## config.mk

```make
export PLATFORM = sky130hd
export DESIGN_NAME = bus_arbiter_mux_flat
export DESIGN_NICKNAME = d
export VERILOG_FILES = /design/src/rtl/bus_arbiter_mux_if.sv /design/src/rtl/bus_arbiter_mux.sv /design/src/flat_wrapper.sv
export SDC_FILE = /design/constraint.sdc
export NUM_CORES = 1
export LEC_CHECK = 0
export CORE_MARGIN = 4
export CORE_UTILIZATION = 30
export CTS_CLUSTER_SIZE = 10
export DETAILED_ROUTE_END_ITERATION = 7
export PLACE_DENSITY = 0.77
export SLEW_MARGIN = 10
export SYNTH_ARGS = -nofsm -noshare
export SYNTH_HDL_FRONTEND = slang
export SYNTH_SLANG_ARGS = --single-unit
export TNS_END_PERCENT = 30
```

## constraint.sdc

```tcl
create_clock -name clock -period 3.2 [get_ports clock]
set_input_delay 0.8 -clock clock [delete_from_list [all_inputs] [get_ports clock]]
set_output_delay 0.8 -clock clock [all_outputs]
set_load 0.01 [all_outputs]
```

## src/rtl/bus_arbiter_mux_if.sv

```systemverilog
// Bus interface for the round-robin arbiter/mux. The slave modport is
// the arbiter side, and the master modport is the side that supplies
// requests and source words.
interface bus_arbiter_mux_if #(
    parameter int DATA_WIDTH = 32,
    parameter int NUM_SRC    = 8
);
    localparam int SRC_W = (NUM_SRC > 1) ? $clog2(NUM_SRC) : 1;

    logic [NUM_SRC-1:0]            req;
    logic [NUM_SRC*DATA_WIDTH-1:0] bus_in;
    logic [DATA_WIDTH-1:0]         BusMuxOut;
    logic                          bus_valid;
    logic [NUM_SRC-1:0]            grant;
    logic [SRC_W-1:0]              src_id;
    logic                          busy;
    logic [15:0]                   xfer_count;

    // Arbiter side.
    modport slave (
        input  req,
        input  bus_in,
        output BusMuxOut,
        output bus_valid,
        output grant,
        output src_id,
        output busy,
        output xfer_count
    );

    // Requester / environment side.
    modport master (
        output req,
        output bus_in,
        input  BusMuxOut,
        input  bus_valid,
        input  grant,
        input  src_id,
        input  busy,
        input  xfer_count
    );
endinterface

```

## src/rtl/bus_arbiter_mux.sv

```systemverilog
// Round-robin bus arbiter and output mux. Each transfer takes exactly three
// cycles:
//   - IDLE samples the requests and picks a winner.
//   - GRANT latches the winner's word onto the bus.
//   - DRIVE presents bus_valid for one cycle, then moves the round-robin
//     pointer past the winner.
module bus_arbiter_mux #(
    parameter int DATA_WIDTH = 32,
    parameter int NUM_SRC    = 8
) (
    input  logic              clock,
    input  logic              clear,
    bus_arbiter_mux_if.slave  bus
);
    localparam int SRC_W = (NUM_SRC > 1) ? $clog2(NUM_SRC) : 1;
    localparam logic [SRC_W:0] LP_NUM = (SRC_W+1)'(NUM_SRC);

    typedef enum logic [1:0] {
        ST_IDLE  = 2'd0,
        ST_GRANT = 2'd1,
        ST_DRIVE = 2'd2
    } state_t;

    state_t                r_state;
    logic [SRC_W-1:0]      r_rr_ptr;
    logic [SRC_W-1:0]      r_src_id;
    logic [NUM_SRC-1:0]    r_grant;
    logic [DATA_WIDTH-1:0] r_bus_out;
    logic                  r_bus_valid;
    logic                  r_busy;
    logic [15:0]           r_xfer_count;

    // Source words unpacked from the flattened input bus.
    logic [DATA_WIDTH-1:0] w_words [NUM_SRC];

    // Requests rotated so that bit 0 is the source at r_rr_ptr.
    logic [2*NUM_SRC-1:0]  w_req_dbl;
    logic [NUM_SRC-1:0]    w_req_rot;
    logic [NUM_SRC-1:0]    w_first;
    logic [SRC_W-1:0]      w_offset;
    logic [SRC_W:0]        w_win_sum;
    logic [SRC_W:0]        w_win_wrap;
    logic [SRC_W-1:0]      w_winner;
    logic [NUM_SRC-1:0]    w_win_onehot;
    logic [SRC_W:0]        w_nxt_sum;
    logic [SRC_W:0]        w_nxt_wrap;
    logic [SRC_W-1:0]      w_next_ptr;

    genvar gi;

    generate
        for (gi = 0; gi < NUM_SRC; gi++) begin : g_words
            assign w_words[gi] = bus.bus_in[gi*DATA_WIDTH +: DATA_WIDTH];
        end
    endgenerate

    // Doubling the request vector lets a plain part-select perform the rotation.
    assign w_req_dbl = {bus.req, bus.req};
    assign w_req_rot = w_req_dbl[r_rr_ptr +: NUM_SRC];

    // Isolate the lowest set bit of the rotated request vector.
    generate
        for (gi = 0; gi < NUM_SRC; gi++) begin : g_first
            if (gi == 0) begin : g_lsb
                assign w_first[gi] = w_req_rot[gi];
            end else begin : g_upper
                assign w_first[gi] = w_req_rot[gi] & ~(|w_req_rot[gi-1:0]);
            end
        end
    endgenerate

    // Encode the one-hot first-set mask into an offset from r_rr_ptr.
    always_comb begin
        w_offset = '0;
        for (int k = 0; k < NUM_SRC; k++) begin
            if (w_first[k]) begin
                w_offset = w_offset | SRC_W'(k);
            end
        end
    end

    // Convert the offset back to an absolute index, modulo NUM_SRC.
    assign w_win_sum    = {1'b0, r_rr_ptr} + {1'b0, w_offset};
    assign w_win_wrap   = w_win_sum - LP_NUM;
    assign w_winner     = (w_win_sum >= LP_NUM) ? w_win_wrap[SRC_W-1:0]
                                                : w_win_sum[SRC_W-1:0];
    assign w_win_onehot = NUM_SRC'(1) << w_winner;

    // The pointer moves one place past the winner once its transfer completes.
    assign w_nxt_sum  = {1'b0, r_src_id} + (SRC_W+1)'(1);
    assign w_nxt_wrap = w_nxt_sum - LP_NUM;
    assign w_next_ptr = (w_nxt_sum >= LP_NUM) ? w_nxt_wrap[SRC_W-1:0]
                                              : w_nxt_sum[SRC_W-1:0];

    // Arbitration FSM with all outputs registered.
    // clear overrides everything, which also aborts an in-flight transfer.
    always_ff @(posedge clock) begin
        if (clear) begin
            r_state      <= ST_IDLE;
            r_rr_ptr     <= '0;
            r_src_id     <= '0;
            r_grant      <= '0;
            r_bus_out    <= '0;
            r_bus_valid  <= 1'b0;
            r_busy       <= 1'b0;
            r_xfer_count <= '0;
        end else begin
            // The counter is rewritten every cycle. It only advances on DRIVE
            // exit and wraps silently.
            r_xfer_count <= r_xfer_count + {15'd0, (r_state == ST_DRIVE)};
            case (r_state)
                ST_IDLE: begin
                    if (|bus.req) begin
                        r_grant  <= w_win_onehot;
                        r_src_id <= w_winner;
                        r_busy   <= 1'b1;
                        r_state  <= ST_GRANT;
                    end
                end
                ST_GRANT: begin
                    // Requests are ignored from here until the next IDLE.
                    r_bus_out   <= w_words[r_src_id];
                    r_bus_valid <= 1'b1;
                    r_state     <= ST_DRIVE;
                end
                ST_DRIVE: begin
                    r_bus_valid <= 1'b0;
                    r_grant     <= '0;
                    r_rr_ptr    <= w_next_ptr;
                    r_busy      <= 1'b0;
                    r_state     <= ST_IDLE;
                end
                default: begin
                    r_bus_valid <= 1'b0;
                    r_grant     <= '0;
                    r_busy      <= 1'b0;
                    r_state     <= ST_IDLE;
                end
            endcase
        end
    end

    assign bus.BusMuxOut  = r_bus_out;
    assign bus.bus_valid  = r_bus_valid;
    assign bus.grant      = r_grant;
    assign bus.src_id     = r_src_id;
    assign bus.busy       = r_busy;
    assign bus.xfer_count = r_xfer_count;
endmodule

```

## src/flat_wrapper.sv

```systemverilog
// flat-port wrapper written by rule: the top's interface ports become plain ports
module bus_arbiter_mux_flat 
#(
    parameter int DATA_WIDTH = 32,
    parameter int NUM_SRC    = 8
)
  (clock, clear, bus_req, bus_bus_in, bus_BusMuxOut, bus_bus_valid, bus_grant, bus_src_id, bus_busy, bus_xfer_count);
  bus_arbiter_mux_if #(.DATA_WIDTH(DATA_WIDTH), .NUM_SRC(NUM_SRC)) bus_i ();
  input  logic clock;
  input  logic clear;
  input wire logic [$bits(bus_i.req)-1:0] bus_req;
  input wire logic [$bits(bus_i.bus_in)-1:0] bus_bus_in;
  output wire logic [$bits(bus_i.BusMuxOut)-1:0] bus_BusMuxOut;
  output wire logic [$bits(bus_i.bus_valid)-1:0] bus_bus_valid;
  output wire logic [$bits(bus_i.grant)-1:0] bus_grant;
  output wire logic [$bits(bus_i.src_id)-1:0] bus_src_id;
  output wire logic [$bits(bus_i.busy)-1:0] bus_busy;
  output wire logic [$bits(bus_i.xfer_count)-1:0] bus_xfer_count;
  assign bus_i.req = bus_req;
  assign bus_i.bus_in = bus_bus_in;
  assign bus_BusMuxOut = bus_i.BusMuxOut;
  assign bus_bus_valid = bus_i.bus_valid;
  assign bus_grant = bus_i.grant;
  assign bus_src_id = bus_i.src_id;
  assign bus_busy = bus_i.busy;
  assign bus_xfer_count = bus_i.xfer_count;
  bus_arbiter_mux #(.DATA_WIDTH(DATA_WIDTH), .NUM_SRC(NUM_SRC)) u_core (.clock(clock), .clear(clear), .bus(bus_i));
endmodule
```

==> results of run 1 <==
==> through the flow <==
stage	hold WS, ns	area (µm²)	setup WS, ns	total power, mW	utilization [%]
floorplan	0.483	4580	0.263	1.59	-
global route	0.483	8570	-0.0295	3.47	58.1
CTS	0.462	8470	0.0235	3.33	57.4
detailed placement	0.450	8120	-0.440	2.19	55.0
global placement	0.442	8120	-0.343	2.17	55.0
finish	0.461	8570	0.0766	3.31	58.1
==> worst paths after layout <==
kind	depth (start not counted)	to	slack (ns)
hold reg to reg	2	u_core.bus.grant[1]	0.46
setup / recovery	12	u_core.bus.grant[7]	0.08
setup reg to reg	10	u_core.bus.grant[7]	0.55
hold / removal	2	u_core.bus.grant[1]	0.46
==> synth_stat cells, drive strengths merged, types with 2 or more instances <==
cell,number
nor3,7
or4,2
clkbuf,21
ha,4
xnor2,5
mux2i,33
nand3,5
o32ai,2
o21ai,10
nand4,4
buf,13
a21oi,10
o31ai,2
nor2,59
and3,2
a211oi,38
mux4,64
mux2,2
dfxtp,66
o21a,3
nor2b,8
inv,9
or3,5
a32o,2
a22o,4
xor2,9
nand2,12
==> logic make-up after synthesis <==
logic type | count (synthesis) | synth area share (%)
muxes | 99 | 39.3
xor gates and xnor gates | 14 | 3.00
DFF | 66 | 28.8
and+or+nand+nor | 109 | 10.9
buffers and inverters | 43 | 3.91
adders and majority gates | 6 | 1.78
AOI/OAI and AO/OA | 78 | 12.3
==> per-layer routing <==
layer	global-route usage, %	vias to the layer above	share of wire [%]
met5	0	-	0.096
met4	6.88	2	2.2
met3	7.03	35	7.1
met2	38.9	235	52
met1	25.6	2343	39
li1	-	2282	-
==> sequential cells by signal (all words and copies together) (netlist names) <==
signal	flops
u_core.bus.bus_valid	1
u_core.r_rr_ptr	3
u_core.bus.busy	1
u_core.bus.BusMuxOut	32
u_core.r_state	2
u_core.bus.src_id	3
u_core.bus.grant	8
u_core.bus.xfer_count	16
==> power groups by stage <==
stage	Clock [mW]	Combinational, mW	Sequential, mW
5_1_grt	1.19	1.32	0.963
6_report	1.12	1.24	0.950
4_1_cts	1.14	1.23	0.952
3_3_place_gp	0	1.20	0.966
3_5_place_dp	0	1.22	0.969
2_1_floorplan	0	0.618	0.970
==> area by class of cell <==
cell class	instances	area, µm²
Antenna cell	2	5.00
Clock buffer	11	254
Clock inverter	5	85.1
Fill cell	1205	6190
Inverter	9	33.8
Multi-Input combinational cell	306	3170
Sequential cell	66	1330
Tap cell	184	230
Timing Repair Buffer	349	3460
==> cell usage in the layout (no fill, tap or decap), types with 6 or more instances in the layout <==
| cell | synthesis | layout |
|---|---|---|
| buf_4 | 0 | 20 |
| dfxtp_1 | 66 | 63 |
| inv_1 | 9 | 9 |
| nand2_1 | 12 | 12 |
| a211oi_1 | 37 | 37 |
| a21oi_1 | 10 | 9 |
| xor2_1 | 8 | 8 |
| mux4_2 | 64 | 64 |
| nor2_1 | 59 | 58 |
| o21ai_0 | 10 | 10 |
| clkdlybuf4s50_1 | 0 | 320 |
| nor2b_1 | 8 | 6 |
| mux2i_1 | 33 | 33 |
| clkbuf_16 | 0 | 10 |
==> worst max-delay path: stages <==
cell and delay, ns:
clkdlybuf4s50_1 0.54, buf_4 0.15, a21oi_1 0.07, nor3_2 0.18, o32ai_2 0.13, a21o_1 0.18
a32oi_2 0.16, ha_2 0.19, inv_1 0.05, fa_2 0.60, nor2_2 0.07, a22o_1 0.22
==> what timing repair did <==
item / in CTS / in global routing
pin swaps: 1 / 6
buffers inserted: 1 / 0
gates cloned: 0 / 0
endpoints found under the setup margin: 8 / 10
resized for setup: 2 / 22
==> summary.md, run 1 <==
| Metric | Value |
|---|---|
| Core area | `~0.015 mm²` |
| Ys flop type | `dfxtp_1` |
| Fmax | `around 320 MHz` |
| Required time worst endpoint | `approximately 3.4 ns` |
| VDD IR-drop max | `about 0.00027 V` |
| Post-Syn Area | `around 0.0046 mm²` |
| Nets | `1012` |
| Final Setup Violations | `0` |
| CTS Buffer Depth | `2` |
| Synth Net Count | `roughly 690` |
| Antenna violations before repair | `3` |
| Num CTS Buffers | `9` |
| Synth top area share | `between 30% and 40%` |
| Worst setup SP type | `input pin` |
| Boundary Pins | `around 330` |
| Crit path arrival time | `3.34 ns` |
| Largest net degree at the start of global routing | `66` |
| Initial Util | `roughly 31%` |
| Remaining Overflow, GRT | `0` |
| Max-cap violations | `0` |
| Avg WL per Cell | `between 20 and 25 µm` |
| Die area | `0.0173 mm²` |
| Post-synthesis instance total | `415` |
| Final ANT Viol Nets | `0` |
| Clock Root Buffer | `clkbuf_16` |
| Clock sink count | `between 60 and 70` |
| Crit path max fanout | `5` |
| Int Power | `~2.4 mW` |
| Worst Setup SP | `bus_req[1]` |
| Worst-path clk slew | `about 0.06 ns` |
| Vias per cell | `around 5.3` |
| Cell row count | `44` |
| Synth async-reset ratio | `0%` |
| Synth top area cells | `mux4_2 31%, dfxtp_1 29%, mux2i_1 7.2%` |
| DRC viols | `0` |
| Setup Skew | `around 0.0035 ns` |
| DP HPWL | `roughly 16 mm` |
| Cell taking the most area after synthesis | `mux4_2` |
| Final Hold Fails | `0` |
| Comb pwr share | `37.5%` |
| Leak | `2.99 nW` |
| Sw frac | `roughly 27%` |
| Fin. max-slew vios | `0` |
| Crit Reg-Reg Startpoint | `u_core.r_rr_ptr[0]` |
| Period minus WS final | `roughly 3.1 ns` |
| Chip height | `132 µm` |
| Final estimated routing congestion in global placement | `0.911` |
| Hold Startpoint | `u_core.bus.grant[1]` |
| Yosys cell types | `49` |
| Placed cell count | `913` |
| Fin Setup TNS | `0 ns` |
| Reg power frac | `about 29%` |
| Global-route wire length before repair | `approximately 30 mm` |
| Layout cells sized above 1 | `roughly 18%` |
| NetSw | `about 910 µW` |
| CP Class | `input pin to flip-flop` |
| Drt initial violations | `between 200 and 250` |
| Routed WL | `19.8 mm` |
| Vias in the first global route | `between 5000 and 6000` |
| Pwr/cell area | `386 mW/mm²` |
| Synthesized area per cell | `~11 µm²` |
| CTS tree | `yes` |
| Die X | `between 100 and 150 µm` |
| Rel. slew slack | `a little under three fifths` |
| H-tree levels | `3` |
| Final Non-Filler Cells | `just over 900` |
| Vias post-DR | `about 4900` |
| Crit share post-route | `97.6%` |
| Measured slew at the worst slew-check pin | `~0.67 ns` |
| Synth warnings | `0` |
| Number of port buffers | `~330` |
| Status | `finished, final reports clean` |
| Initial DRT Pass Iterations | `4` |
| Worst min path class | `flip-flop to flip-flop` |
| Hold buffers post-CTS | `0` |
| Number of synthesized flops with an enable pin | `0` |
| Clock network fraction of total power | `between 30 and 40%` |
| Syn-to-layout area delta | `87.0%` |
| Yosys reg bits | `66` |
| Setup crit end kind | `flip-flop` |
| All-Layer GR Usage | `22.1%` |
| Sequential fraction of the synthesis area | `around 29%` |
| Clock Latency Late Sink | `between 0.3 and 0.4 ns` |
Note: power is estimated with default switching activity, not from simulation.
==> run 2, diff against run 1 <==
- TNS_END_PERCENT: 30 -> 5
==> results of run 2 <==
The final DEF is identical to that of run 1; final timing and power are the same.
==> run 3, diff against run 2 <==
- CAP_MARGIN: default -> 10
- CORE_AREA: default -> 4 4 125 127
- CORE_MARGIN: 4 -> default
- CORE_UTILIZATION: 30 -> default
- DIE_AREA: default -> 0 0 129 131
- PLACE_DENSITY: 0.77 -> 0.8
==> run 3 against run 2 <==
  * Core utilization rose by 0.64 points
  * Sequential cell count stayed put
  * Clock power down 6%
  * Final cell count is 0.75% lower
  * Sequential share of layout area up 0.18 points
  * Die area shrank 2.4%
  * Worst hold slack improved by 0.013 ns
==> summary.md, run 3 (same netlist as run 1, synthesis figures left out) <==
| Metric | Value |
|---|---|
| Layout cells sized above 1 | `approximately 16%` |
| Initial Util | `a little under a third` |
| Vias in the first global route | `about 5300` |
| Status | `finished, final reports clean` |
| Drt initial violations | `233` |
| Flop2flop setup slack | `about 0.27 ns` |
| Final Hold Fails | `0` |
| VDD IR-drop max | `approximately 0.00025 V` |
| CP max stage cell | `fa_2` |
| Routed WL | `slightly below 20 mm` |
| Final setup margin | `approximately 0.27 ns` |
| Crit path arrival time | `3.18 ns` |
| Crit path max fanout | `13` |
| Die X | `approximately 130 µm` |
| Clock Root Buffer | `clkbuf_16` |
| Avg WL per Cell | `~21 µm` |
| Rel. slew slack | `39.4%` |
| Pwr/cell area | `between 300 and 400 mW/mm²` |
| Max-cap violations | `0` |
| CP bufs+invs | `2` |
| Final Setup Violations | `0` |
| Syn-to-layout area delta | `84.8%` |
| All-Layer GR Usage | `roughly 22%` |
| Worst Hold Endpoint | `u_core.bus.busy` |
| Hold depth | `1` |
| Initial DRT Pass Iterations | `4` |
| Fmax | `341 MHz` |
| CP cell instances | `inv_1, o32ai_2, nand2_1, a21o_1, a32oi_1, ha_2, inv_1, fa_2, nand3_1, o21ai_0` |
| Commonest cells after routing, fill and taps aside | `318 x clkdlybuf4s50_1, 64 x mux4_2, 63 x dfxtp_1` |
| Required time worst endpoint | `roughly 3.5 ns` |
| Slowest stage delay, CP | `~0.63 ns` |
| RSZ-0062 raised after global routing | `false` |
| Remaining Overflow, GRT | `0` |
| Max reg flops | `32` |
| Fillers | `roughly 1200` |
| Clock Latency Late Sink | `0.32 ns` |
| Worst min path class | `flip-flop to flip-flop` |
| Boundary Pins | `327` |
| Largest net degree at the start of global routing | `67` |
| Global-route wire length before repair | `28.7 mm` |
| Core area | `roughly 0.014 mm²` |
| Fin. max-slew vios | `0` |
| Vias post-DR | `between 4000 and 5000` |
| Leak | `between 2 and 3 nW` |
| Worst setup SP type | `flip-flop` |
| Measured slew at the worst slew-check pin | `approximately 0.91 ns` |
| Final ANT Viol Nets | `0` |
| Num CTS Buffers | `9` |
| Chip height | `about 130 µm` |
| Die area | `0.0169 mm²` |
| H-tree levels | `3` |
| Top Family by Delay on Critical Path | `compound AO/OA/AOI/OAI gates` |
| Worst-path clk slew | `~0.060 ns` |
| Clock sink count | `66` |
| Period minus WS final | `between 2 and 3 ns` |
| Worst r2r dst | `u_core.bus.grant[1]` |
| Power, Total | `around 3.2 mW` |
| DRC viols | `0` |
| Final estimated routing congestion in global placement | `just under 0.9` |
| Crit share post-route | `roughly nine tenths` |
| Most common cell after layout, fill and taps aside | `clkdlybuf4s50_1` |
| Antenna violations before repair | `0` |
| DP HPWL | `16.1 mm` |
| Critical path's most frequent cell | `inv_1` |
| Setup crit end kind | `flip-flop` |
| Hold Startpoint | `u_core.bus.busy` |
| R2r worst-path depth | `10` |
| Number of port buffers | `roughly 330` |
| Setup Skew | `~0.0041 ns` |
| Cell row count | `44` |
| CTS Buffer Depth | `2` |
| CTS tree | `yes` |
| Post-CTS setup buffers | `0` |
| Vias per cell | `5.34` |
| CP Class | `flip-flop to flip-flop` |
| Place WS | `-0.439 ns` |
| Crit Reg-Reg Startpoint | `u_core.r_rr_ptr[1]` |
| Nets | `1006` |
[run 3: changes by cell type in the layout (fill, tap and decap cells not counted), moves of 2 or more]
cell | before | now
clkdlybuf4s50_1 | 320 | 318
dlymetal6s2s_1 | 5 | 7
buf_4 | 20 | 15
a211oi_2 | 0 | 2
[run 3: routing by layer]
layer  GRT usage, %  up-vias  routed length (µm)
li1               -     2274                   -
met1           25.5     2398                7290
met2           39.5      229               10300
met3           6.63       41                1330
met4           7.47        0                 544
met5              0        -                   0
[run 3: worst max path at each step]
| stage | slack, ns | endpoint | start | cells after the start |
|---|---|---|---|---|
| 2_1_floorplan | 0.26 | u_core.bus.grant[4] | bus_req[2] | 8 |
| 3_5_place_dp | -0.44 | u_core.bus.grant[2] | bus_req[4] | 13 |
| 6_report | 0.27 | u_core.bus.grant[1] | u_core.r_rr_ptr[1] | 10 |
| 3_3_place_gp | -0.31 | u_core.bus.grant[4] | bus_req[2] | 9 |
| 5_1_grt | 0.06 | u_core.bus.grant[7] | u_core.r_rr_ptr[1] | 10 |
| 4_1_cts | 0.04 | u_core.bus.grant[7] | bus_req[2] | 9 |
[run 3: repair_timing]
action,4_1_cts,5_1_grt
hold buffers,0,0
gates resized for setup,4,16
hold endpoints to repair,0,0
setup endpoints to repair,3,9
pin swaps,0,5
[run 3: power by group]
| group | total, mW | internal [mW] | switching, mW | leakage, nW |
|---|---|---|---|---|
| registers | 0.937 | 0.890 | 0.0470 | 0.542 |
| logic | 1.24 | 0.773 | 0.471 | 2.26 |
| clock network | 1.05 | 0.685 | 0.364 | 0.157 |
| total | 3.23 | 2.35 | 0.883 | 2.96 |
[run 3: area by class of cell]
cell class	count	area, µm²	share of cell area, %
multi-input combinational	306	3140	37.0
clock buffer	10	229	2.70
tap	184	230	2.72
sequential	66	1330	15.7
timing repair buffer	343	3420	40.4
inverter	9	33.8	0.399
antenna	1	2.50	0.0296
clock inverter	6	88.8	1.05
[run 3: stage by stage]
stage	cells	hold slack (ns)	instance area, µm²	setup TNS, ns	util, %
after floorplan	415	0.483	4580	0	-
after global placement	908	0.451	8080	-2.57	56.0
after detailed placement	908	0.465	8080	-3.37	56.0
after CTS	924	0.479	8420	0	58.3
after global routing	924	0.489	8460	0	58.7
final	925	0.474	8470	0	58.7
